$ cat config.mk
export PLATFORM = sky130hd
export DESIGN_NAME = d_fork_v
export DESIGN_NICKNAME = d
export VERILOG_FILES = /design/src/rtl/d_fork_v.sv
export SDC_FILE = /design/constraint.sdc
export NUM_CORES = 1
export LEC_CHECK = 0
export ABC_AREA = 1
export BUFFER_PORTS_ARGS = -buffer_cell sky130_fd_sc_hd__buf_4
export CAP_MARGIN = 40
export CORE_UTILIZATION = 30
export DETAILED_ROUTE_END_ITERATION = 6
export GPL_TIMING_DRIVEN = 0
export SLEW_MARGIN = 30
export SYNTH_ARGS = -nofsm -noshare
export SYNTH_HDL_FRONTEND = slang
export SYNTH_SLANG_ARGS = --single-unit
$ cat constraint.sdc
create_clock -name clock -period 2.05 [get_ports clock]
set_input_delay 0.1025 -clock clock [delete_from_list [all_inputs] [get_ports clock]]
set_output_delay 0.1025 -clock clock [all_outputs]
set_load 0.005 [all_outputs]
$ cat src/rtl/d_fork_v.sv
`default_nettype none
// ============================================================================
// Module   : d_fork_v
// Brief    : Eager broadcast fork. Holds one token in a payload register and
//            offers it to the branches selected by fork_mask. Each branch
//            handshakes once per token. The next token is accepted only when
//            every selected branch has taken the current one.
// Options  : FORK_TOKEN_COUNT_EN adds the tokens_out completed-token counter.
// Revision : 1.0 - initial release
// ============================================================================
module d_fork_v #(
  parameter int DATA_WIDTH  = 32,
  parameter int NUM_OUTPUTS = 4
) (
  input  logic                   clock,
  input  logic                   reset,
  input  logic [DATA_WIDTH-1:0]  din,
  input  logic                   din_v,
  output logic                   din_r,
  input  logic [NUM_OUTPUTS-1:0] fork_mask,
  output logic [DATA_WIDTH-1:0]  dout,
  output logic [NUM_OUTPUTS-1:0] dout_v,
  input  logic [NUM_OUTPUTS-1:0] dout_r
`ifdef FORK_TOKEN_COUNT_EN
  ,
  output logic [15:0]            tokens_out
`endif
);

  logic [NUM_OUTPUTS-1:0] r_pend;
  logic [DATA_WIDTH-1:0]  r_data;
  logic [NUM_OUTPUTS-1:0] w_remaining;
  logic                   w_accept;

  // Branches still owed the current token after this cycle's handshakes.
  // din_r depends combinationally on dout_r, so the slot refills with no bubble.
  always_comb begin
    w_remaining = r_pend & ~dout_r;
    din_r       = reset & (w_remaining == '0);
    w_accept    = din_v & din_r;
  end

  // Load the token and branch set on accept, otherwise retire completed branches.
  // A load overrides every bit, because remaining == 0 implies the old token is done.
  always_ff @(posedge clock or negedge reset) begin
    if (!reset) begin
      r_pend <= '0;
      r_data <= '0;
    end else if (w_accept) begin
      r_pend <= fork_mask;
      r_data <= din;
    end else begin
      r_pend <= w_remaining;
    end
  end

  assign dout   = r_data;
  assign dout_v = r_pend;

`ifdef FORK_TOKEN_COUNT_EN
  logic [15:0] r_count;

  // Count tokens whose last outstanding branches complete in this cycle.
  // A token with a zero mask never pends, so it is never counted. The count saturates.
  always_ff @(posedge clock or negedge reset) begin
    if (!reset) begin
      r_count <= '0;
    end else if ((r_pend != '0) && (w_remaining == '0) && (r_count != 16'hFFFF)) begin
      r_count <= r_count + 16'd1;
    end
  end

  assign tokens_out = r_count;
`endif

endmodule
`default_nettype wire

==> qor.csv <==
metric;value;unit
status;finished clean;
first-pass GRT wire length;6240;um
worst path arrival time;1.88;ns
post-synthesis mux area share;0;
total track usage;0.153;
Max Fclk;583;MHz
worst-margin pin slew;0.476;ns
CP Launch Type;primary input;
fin. max-slew vios;0;
unrepaired setup endpoints after global routing;false;
remaining routing DRC violations;0;
area grow syn2layout;50.1;%
FF+latch area;901;um^2
initial antenna violation count;0;
Slowest-stage cell, CP;dlygate4sd3_1;
worst hold path class;in -> reg;
count of final setup violators;0;
Synth Net Count;211;
Hold Crit Depth;3;
Synth Instances;168;
vias per cell;4.61;
HP Start;fork_mask[0];
post-synthesis sequential area ratio;0.587;
TNS Setup;0;ns
Hold Vio Cnt, Final;0;
CTS Buf Count;5;
fillers;495;
Hold Path End;dout_v[0];
Unique masters post-synth;13;
Worst Path Buf+Inv;3;
Post-layout nets;297;
min Tclk post-route;1.71;ns
clock buffer depth;2;
top-area cell type share of the netlist area;0.587;
Area contributors post-synth;dfrtp_1 59%, nand2_1 18%, nand4_1 15%;
layout cells sized above 1;0.396;
Async S/R FF share, synth;1.00;
routed wire length;3910;um
CP Capture Type;register;
post-route ant nets;0;
die span in x;73.5;um
root buf cell;clkbuf_8;
clock sink count;36;
Post-synth EDFFs;0;
Post-CTS Setup Bufs;0;
Yosys warning count;0;
Synth Area in XOR/XNOR;0;
Clk pin slew, worst setup/hold paths;0.06;ns
power consumption;2.02;mW
mapped cell area;1540;um^2
area of the core;4820;um^2
Pwr Density;875;nW/um^2
Critical Path Fanout Max;37;
crit path kind;in -> reg;
CP top delay family;buffers and inverters;
reg-to-reg critical path endpoint;dout[26];
Hold Slack;0.0738;ns
Rel. slew slack;0.682;
HPWL after detailed placement;2780;um
VDD IR max;355;uV
Detailed Route Iter0 Violations;47;
IO Count;80;
most instantiated cells after synthesis;72 x nand2_1, 36 x dfrtp_1, 36 x nand4_1, 7 x buf_2;
insertion delay to the later sink of the worst-skew pair;0.28;ns
Hold-fix buffers, CTS;1;
largest net degree at the start of global routing;38;
CTS tree;built;
post-synth top area cell;dfrtp_1;
Synth Area in Compound Gates;0;
Worst Path Required;2.22;ns
fin crit share;0.836;
Port Buf Inserts;78;
FF-to-FF path depth;7;
GRT overflow;0;
R2R Setup Slk;0.70;ns
via count;1485;
Starting Density;0.319;
die area;5410;um^2
max incr delay on CP;0.52;ns
max_cap viols;0;
largest family of logic cells by synthesized area;simple AND/OR/NAND/NOR gates;
H-tree levels;2;
die height;73.5;um
Post-Synth Simple-Gate Area;0.354;
post-CTS resize count;0;
ant diodes;0;
vias in the first global route;1392;
drt pass-1 iters;4;
drt wl/cell;12.1;um
multi-input logic area;543;um^2
GPL Wtd Cong;0.773;
Post-synth top flop;dfrtp_1;
Static Leak;1.27;nW
Max Clock Skew;0.00533;ns
adder-cell share of the synthesized area;0;
Reg-to-Reg Start;dout_v[3];
post-synthesis area per instance;9.14;um^2
Rows;25;
most frequent cell after synthesis;nand2_1;
#FFs+latches synth;36;
crit-path cells;dlygate4sd3_1 > buf_4 > nand2_2 > nor2_8 > nand3_2 > buf_4 > nand2_1 > nand2_1;
## worst min-delay path, cell delays in order
cell	delay, ns
buf_4	0.08
nand4_1	0.08
nand2_1	0.06
## logic make-up after synthesis
logic type             after synthesis
AND/OR/NAND/NOR                    113
flip-flops                          36
buffers and inverters               19
## metal layers
layer,global-route usage,routed length [um]
met5,0,0
met2,0.239,1740
met1,0.195,1800
met3,0.0562,307
met4,0.0534,68
## report_power, final
part	switching, mW	total, mW	internal [mW]	leakage [nW]
Clock	0.229	0.503	0.274	0.0455
Combinational	0.249	0.565	0.316	0.772
Sequential	0.0853	0.947	0.862	0.450
## final cells by class
cell class | instances | area share
sequential | 36 | 0.391
timing repair buffer | 79 | 0.258
multi-input combinational | 113 | 0.236
clock buffer | 8 | 0.0391
tap | 67 | 0.0364
buffer | 13 | 0.0299
inverter | 6 | 0.00977
## per-stage QoR
| step | worst slack (ns) | instance area, um^2 | instances | util |
|---|---|---|---|---|
| floorplan | 0.879 | 1540 | 168 | - |
| global route | 0.135 | 2300 | 322 | 0.478 |
| CTS | 0.298 | 2300 | 322 | 0.478 |
| finish | 0.336 | 2300 | 322 | 0.478 |
| global placement | 0.525 | 2200 | 313 | 0.458 |
| detailed placement | 0.548 | 2200 | 313 | 0.458 |
## worst max-delay path by stage
stage,slack [ns],cells after the start,startpoint,end
after floorplan,0.88,7,dout_v[3],dout[10]
after global placement,0.52,7,reset,dout[17]
after detailed placement,0.55,7,reset,dout[25]
after CTS,0.30,8,reset,dout[1]
after global routing,0.13,8,reset,dout[2]
final,0.34,8,reset,dout[26]
## state kept, by name, indices dropped and copies added, names as in the netlist
| register | count |
|---|---|
| dout | 32 |
| dout_v | 4 |
## cells in the final DEF, fill, tap and decap left out
cell type,instances
buf_4,81
nor2_8,1
dlygate4sd3_1,1
nand2_2,1
dfrtp_1,36
buf_2,7
nor2_2,1
inv_1,3
nand4_1,36
inv_2,3
clkbuf_8,6
nand3_2,1
nor3_1,1
clkbuf_1,5
nand2_1,72
No activity file was read; power rests on OpenSTA's default activity.
